`src/rtl/led_cnt_multi.sv`:
```
// Multi-channel LED controller: per-channel off/on/blink/one-shot driven by a shared tick prescaler.
// Optional build macro LED_CNT_MULTI_SYNC_EN adds sync_i to realign the prescaler and all blink channels.
module led_cnt_multi #(
    parameter int NUM_CH   = 4,
    parameter int DIV_W    = 12,
    parameter int PRESCALE = 100000
) (
    input  logic                      clk100,
    input  logic                      rst,
`ifdef LED_CNT_MULTI_SYNC_EN
    input  logic                      sync_i,
`endif
    input  logic [DIV_W-1:0]          div_i,
    input  logic [1:0]                mode_i,
    input  logic [$clog2(NUM_CH)-1:0] ch_i,
    input  logic                      wren_i,
    output logic [NUM_CH-1:0]         led_o,
    output logic [NUM_CH-1:0]         led_int_o
);

    localparam int CH_W = $clog2(NUM_CH);
    localparam int PW   = $clog2(PRESCALE);
    localparam logic [PW-1:0] PRE_LAST = PW'(PRESCALE - 1);

    localparam logic [1:0] MODE_OFF     = 2'b00;
    localparam logic [1:0] MODE_BLINK   = 2'b10;
    localparam logic [1:0] MODE_ONESHOT = 2'b11;

    logic [PW-1:0]    pre_q, pre_d;
    logic             tick;
    logic             sync;

    logic [DIV_W-1:0] div_q  [NUM_CH];
    logic [DIV_W-1:0] div_d  [NUM_CH];
    logic [DIV_W-1:0] cnt_q  [NUM_CH];
    logic [DIV_W-1:0] cnt_d  [NUM_CH];
    logic [1:0]       mode_q [NUM_CH];
    logic [1:0]       mode_d [NUM_CH];
    logic [NUM_CH-1:0] led_q, led_d;
    logic [NUM_CH-1:0] int_q, int_d;

`ifdef LED_CNT_MULTI_SYNC_EN
    assign sync = sync_i;
`else
    assign sync = 1'b0;
`endif

    always_comb begin
        tick  = (pre_q == PRE_LAST);
        pre_d = (sync || tick) ? '0 : pre_q + PW'(1);
    end

    // Priority per channel: write, then sync (blink only), then tick.
    always_comb begin
        for (int c = 0; c < NUM_CH; c++) begin
            div_d[c]  = div_q[c];
            cnt_d[c]  = cnt_q[c];
            mode_d[c] = mode_q[c];
            led_d[c]  = led_q[c];
            int_d[c]  = 1'b0;
            if (wren_i && (ch_i == CH_W'(c))) begin
                div_d[c]  = div_i;
                mode_d[c] = mode_i;
                cnt_d[c]  = '0;
                led_d[c]  = mode_i[0];
            end else if (sync && (mode_q[c] == MODE_BLINK)) begin
                cnt_d[c] = '0;
                led_d[c] = 1'b0;
            end else if (tick) begin
                case (mode_q[c])
                    MODE_BLINK: begin
                        if (cnt_q[c] == div_q[c]) begin
                            cnt_d[c] = '0;
                            led_d[c] = ~led_q[c];
                            int_d[c] = ~led_q[c];
                        end else begin
                            cnt_d[c] = cnt_q[c] + DIV_W'(1);
                        end
                    end
                    MODE_ONESHOT: begin
                        if (cnt_q[c] == div_q[c]) begin
                            cnt_d[c]  = '0;
                            led_d[c]  = 1'b0;
                            mode_d[c] = MODE_OFF;
                            int_d[c]  = 1'b1;
                        end else begin
                            cnt_d[c] = cnt_q[c] + DIV_W'(1);
                        end
                    end
                    default: ;
                endcase
            end
        end
    end

    always_ff @(posedge clk100) begin
        if (rst) begin
            pre_q  <= '0;
            div_q  <= '{default: '0};
            cnt_q  <= '{default: '0};
            mode_q <= '{default: MODE_OFF};
            led_q  <= '0;
            int_q  <= '0;
        end else begin
            pre_q  <= pre_d;
            div_q  <= div_d;
            cnt_q  <= cnt_d;
            mode_q <= mode_d;
            led_q  <= led_d;
            int_q  <= int_d;
        end
    end

    assign led_o     = led_q;
    assign led_int_o = int_q;

endmodule

```
`config.mk`:
```
export PLATFORM = sky130hd
export DESIGN_NAME = led_cnt_multi
export DESIGN_NICKNAME = d
export VERILOG_FILES = /design/src/rtl/led_cnt_multi.sv
export SDC_FILE = /design/constraint.sdc
export NUM_CORES = 1
export LEC_CHECK = 0
export ABC_AREA = 1
export CAP_MARGIN = 40
export CORE_MARGIN = 3
export CORE_UTILIZATION = 35
export CTS_CLUSTER_DIAMETER = 200
export DETAILED_ROUTE_END_ITERATION = 7
export SLEW_MARGIN = 20
export SYNTH_ARGS = -nofsm -noshare
export SYNTH_HDL_FRONTEND = slang
export SYNTH_SLANG_ARGS = --single-unit
```
`constraint.sdc`:
```
create_clock -name clk100 -period 3.4 [get_ports clk100]
set_clock_uncertainty 0.2 [all_clocks]
set_input_delay 0.68 -clock clk100 [delete_from_list [all_inputs] [get_ports clk100]]
set_output_delay 0.68 -clock clk100 [all_outputs]
set_load 0.03 [all_outputs]
```
==> metrics, run 1 <==
Final Hold Viols 0; Cell Rows 49; most frequent cell after synthesis nand2_1; #FFs+latches synth 129; dominant synthesized flop cell dfxtp_1; setup violators final 0; Layout area overhead 16.7%; Slew Limit Fails 0; Syn Std Cell Area 6620 µm²; Die Span X 143 µm; Vert. Die Dim 143 µm; Remaining Overflow, GRT 0; Final Cycle Share 72.7%; max_cap viols 0; share of cells above drive strength 1 6.40%; port buffer count 26; DR vias 5940; Clk pin slew, worst setup/hold paths 0.06 ns; Remaining DRCs 0; Cells after Synth 971; Worst slew margin 58.9%; htree depth 4; leading cell types by count after synthesis nand2_1 (224), nor2_1 (146), dfxtp_1 (129), inv_1 (105), a21oi_1 (66); outcome complete, no violations; EDFF count, synth 0; Synth top area share 39.0%; fin util 42.3%; clk_lat worst skew 0.41 ns; DR pass1 iterations 4; Starting Density 36.2%; startpoint type of the worst setup path flop; clock sink total 129; Clock Path Buffers 2; ranking of synthesized cells by area dfxtp_1 (39%), nand2_1 (13%), nor2_1 (8.3%); IR drop worst, VDD 265 µV; Final Cell Area 7720 µm²; WP data required 3.49 ns; post-synth top area cell dfxtp_1; # fillers 1869; Yosys cell types 38; root buf cell clkbuf_16; Synthesized Nets 995; post-CTS resize count 0; setup_tns 0 ns; Worst Tran Pin Value 0.612 ns; # hold bufs at CTS 0; Critical Path AT 2.56 ns; Final Critical Period 2.47 ns; vias in the first global route 5294; WL final 16.2 mm; area of the multi-input gates 3540 µm²; GRT Util Overall 16.2%; Final Power 3.67 mW; YS warnings 0; ant diodes 0; core footprint 18300 µm²; Seq/Total Area, Yosys 39.0%; Routed Antenna Nets 0; CP Max Fanout 7; placed cell count 1213; Critical Path End Type flop; Max Freq 405 MHz; dpl cell area 7130 µm²; dpl hpwl 11.8 mm; RSZ-0062 raised after global routing no; Mean Syn Cell Area 6.81 µm²; Post-CTS Setup Inserts 0; die area 20600 µm²; largest net degree at the start of global routing 49; critical path class flop to flop; asr flop ratio synth 0%; wire per inst 13.0 µm; placer congestion estimate 0.837; cell area power density 475 nW/µm²; Sequential Area 2580 µm²; P_leak 2.94 nW; total CTS buffers 17; DRT iter0 DRCs 412; Vias/cell 4.77; I/O Pins 27; first-pass GRT wire length 26.7 mm; nets 1027; worst min-delay path category flop to flop; initial antenna violation count 0; Post-Layout Cell Count 1244; CTS tree built
[metrics by stage]
stage | setup WS (ns) | hold WS (ns)
floorplan | 1.52 | 0.217
detailed placement | 0.820 | 0.246
CTS | 0.967 | 0.260
global route | 0.709 | 0.281
finish | 0.928 | 0.256
global placement | 0.885 | 0.234
[worst paths after layout]
path | start | to | slack [ns] | cells after the start
max | pre_q[0] | cnt_q[35] | 0.93 | 10
min | pre_q[0] | pre_q[0] | 0.26 | 1
max reg2reg | pre_q[0] | cnt_q[35] | 0.93 | 10
min reg2reg | pre_q[0] | pre_q[0] | 0.26 | 1
[flip-flops by register name, indices dropped and copies added (netlist names)]
name	cells
led_int_o	4
div_q	48
led_o	4
pre_q	17
mode_q	8
cnt_q	48
[cells by family after synthesis]
logic type / Yosys count / share of synthesized area (%)
buffers and inverters: 130 / 7.45
AND/OR/NAND/NOR: 517 / 34.7
XOR/XNOR: 56 / 7.41
flip-flops: 129 / 39.0
adder cells (fa/ha/maj): 5 / 0.946
AO/OA/AOI/OAI: 134 / 10.5
[placed cells by master, fill, tap and decap left out, types with 7 or more instances in the layout]
cell type        synthesis  routed
dfxtp_1                129     129
buf_4                    1       7
clkbuf_16                0      17
nand3b_1                 9       9
nand2_1                224     224
nand2_2                  7       7
nor2_1                 146     146
xnor2_1                 32      32
nand4_1                 34      34
o21ai_0                 59      59
xor2_1                  24      24
nand3_1                 54      54
inv_1                  105     105
a21oi_1                 66      66
clkdlybuf4s50_1          0      26
nor3_1                  20      20
[power breakdown]
part | switching, mW | internal, mW
Clock | 0.672 | 1.16
Sequential | 0.0261 | 1.55
Combinational | 0.163 | 0.0926
[worst max-delay path: stages (launching register included)]
cell     delay, ns
dfxtp_1       0.36
ha_1          0.18
nand2_1       0.07
inv_1         0.08
nand2_2       0.10
nor2_1        0.12
nand3_1       0.32
nor2_1        0.52
inv_1         0.23
nand2_1       0.10
a21oi_1       0.06
[cell type report]
type,instances,area share (%)
multi-input cells,712,45.9
clock inverters,11,1.80
repair buffers,33,4.05
clock buffers,20,5.79
flip-flops and latches,129,33.5
inverters,110,5.35
well taps,229,3.71
[routing by layer]
metal / track usage, % / routed length, µm
met5: 0 / 0
met4: 4.71 / 206
met3: 3.43 / 534
met2: 25.0 / 7250
met1: 23.0 / 8230
(Power assumes the default switching activity.)
==> run 2: changes to the inputs <==
clock period = 2.08 ns   (was 3.4 ns; I/O delays follow)
==> run 2 against run 1 <==
Against the previous run: cell count increased by 4.3%; combinational power increased by 80%; sequential power increased by 63%; routed wire length increased by 5.1%; clock power increased by 81%; setup slack got worse by 0.88 ns; critical path depth decreased by 9; power increased by 73%; die area unchanged; critical endpoint is now led_int_o[1]; largest cell class unchanged.
==> metrics, run 2 (same netlist as run 1, synthesis figures left out) <==
met1 Use GR 23.9% (+0.91 points); Critical Path AT 1.42 ns (-1.14 ns); Worst slew margin 74.6% (+16 points); Remaining Overflow, GRT 0 (unchanged); die area 20600 µm² (unchanged); M3 GR Usage 3.00% (-0.43 points); Final Cycle Share 97.7%; area of the multi-input gates 3580 µm² (+1.2%); placer congestion estimate 0.864 (+3.2%); setup_tns 0 ns (unchanged); Final Critical Period 2.03 ns; outcome complete, no violations; P_leak 3.30 nW (+12%); Slew Limit Fails 0 (unchanged); most frequent cells in the layout nand2_1 (223), nor2_1 (145), dfxtp_1 (127); DR pass1 iterations 5 (+1); worst min-delay path category flop to flop; CTS tree built; share of cells above drive strength 1 12.2% (+5.8 points); Largest regs cnt_q x48, div_q x48, pre_q x17; crit path buf inv count 1 (-1); RSZ-0062 raised after global routing yes; worst setup path start led_int_o[1]; port buffer count 26 (unchanged); crit-path cells clkdlybuf4s50_1; htree depth 4 (unchanged); cell area power density 768 nW/µm² (+62%); Sequential Area 2580 µm² (about the same); Critical Path End Type output port; initial antenna violation count 0 (unchanged); Vias/cell 4.80 (+0.60%); root buf cell clkbuf_16; min-delay src div_q[1]; clock sink total 129 (unchanged); Cell Rows 49 (unchanged); WL final 17.1 mm (+5.1%); commonest non-fill, non-tap cell in the layout nand2_1; Die Span X 143 µm (unchanged); first-pass GRT wire length 28.0 mm (+5.0%); Seq pwr share 40.6% (-2.4 points); # fillers 1838 (-1.7%); Max Freq 492 MHz; Logic pwr share 7.3% (+0.3 points); WP data required 1.46 ns (-2.03 ns); total CTS buffers 17 (unchanged); reg2reg setup slack 0.10 ns (-0.83 ns); Final Power 6.35 mW (+73%); met2 Track Usage GR 26.5% (+1.5 points); CP Max Fanout 1 (-6); startpoint type of the worst setup path flop; wire per inst 13.1 µm (+0.79%); max_cap viols 0 (unchanged); GRT Util Overall 17.1% (+0.85 points); DR vias 6230 (+4.9%); largest net degree at the start of global routing 29 (-41%); core footprint 18300 µm² (unchanged); I/O Pins 27 (unchanged); Final Hold Viols 0 (unchanged); NetSw 1.42 mW (+65%); dpl hpwl 12.5 mm (+6.1%); Layout area overhead 25.1%; vias in the first global route 5770 (+9.0%); clk_lat worst skew 0.41 ns (about the same); DRT iter0 DRCs 375 (-9.0%); IR drop worst, VDD 531 µV (+100%); Worst Tran Pin Value 0.379 ns (-0.233 ns); Routed Antenna Nets 0 (unchanged); Clock power frac 52.1% (+2.1 points); Starting Density 36.2% (unchanged); max incr delay on CP 0.67 ns (+0.15 ns); ant diodes 0 (unchanged); Clock Path Buffers 2 (unchanged); cell family with most CP delay buffers and inverters; Cell Int Power 4.93 mW (+76%); nets 1080 (+5.2%); Reg2Reg Launch Point pre_q[0]; Remaining DRCs 0 (unchanged); setup violators final 0 (unchanged); Vert. Die Dim 143 µm (unchanged); Switching Share 22.4% (-1.1 points); peak-usage layer in the global routing report met2; critical path class flop to output port; Clk pin slew, worst setup/hold paths 0.06 ns (about the same); crit path max-delay cell type clkdlybuf4s50_1
## run 2: power by group through the flow
stage / clock (mW) / sequential, mW / combinational, mW
6_report: 3.31 / 2.58 / 0.462
5_1_grt: 3.47 / 2.59 / 0.519
4_1_cts: 3.36 / 2.58 / 0.458
3_5_place_dp: 0 / 2.63 / 0.456
3_3_place_gp: 0 / 2.63 / 0.452
2_1_floorplan: 0 / 2.62 / 0.271
## run 2: path summary, 6_finish.rpt
path / endpoint / depth (start not counted)
min: div_q[1] / 2
min reg2reg: div_q[1] / 2
max: led_int_o[1] / 1
max reg2reg: led_int_o[2] / 10
## run 2: metrics by stage
step | hold slack, ns | utilization, % | cells | instance area (µm²) | worst slack [ns]
after floorplan | 0.217 | - | 971 | 6620 | 0.278
after global placement | 0.256 | 41.4 | 1264 | 7550 | -0.0390
after detailed placement | 0.260 | 41.4 | 1264 | 7550 | -0.0614
after CTS | 0.269 | 44.9 | 1295 | 8210 | 0.00402
after global routing | 0.292 | 45.3 | 1297 | 8280 | -0.00972
final | 0.266 | 45.3 | 1297 | 8280 | 0.0486
## run 2: what timing repair did
| item | in CTS | in global routing |
|---|---|---|
| buffers inserted | 0 | 3 |
| endpoints found under the hold margin | 0 | 0 |
| hold buffers | 0 | 0 |
| endpoints found under the setup margin | 1 | 55 |
| pin swaps | 0 | 4 |
| gates resized for setup | 1 | 19 |
## run 2: layout make-up
| cell class | instances | share of cell area [%] |
|---|---|---|
| clock buffer | 22 | 5.73 |
| sequential | 129 | 31.2 |
| multi-input combinational | 712 | 43.3 |
| inverter | 110 | 4.99 |
| tap | 229 | 3.46 |
| clock inverter | 9 | 2.16 |
| timing repair buffer | 86 | 9.12 |
## run 2: per-layer routing
layer	wire length, µm	share of wire (%)	up-vias
met5	0	0	-
met3	476	2.8	28
met4	394	2.3	0
li1	-	-	3300
met1	8490	50	2803
met2	7690	45	99
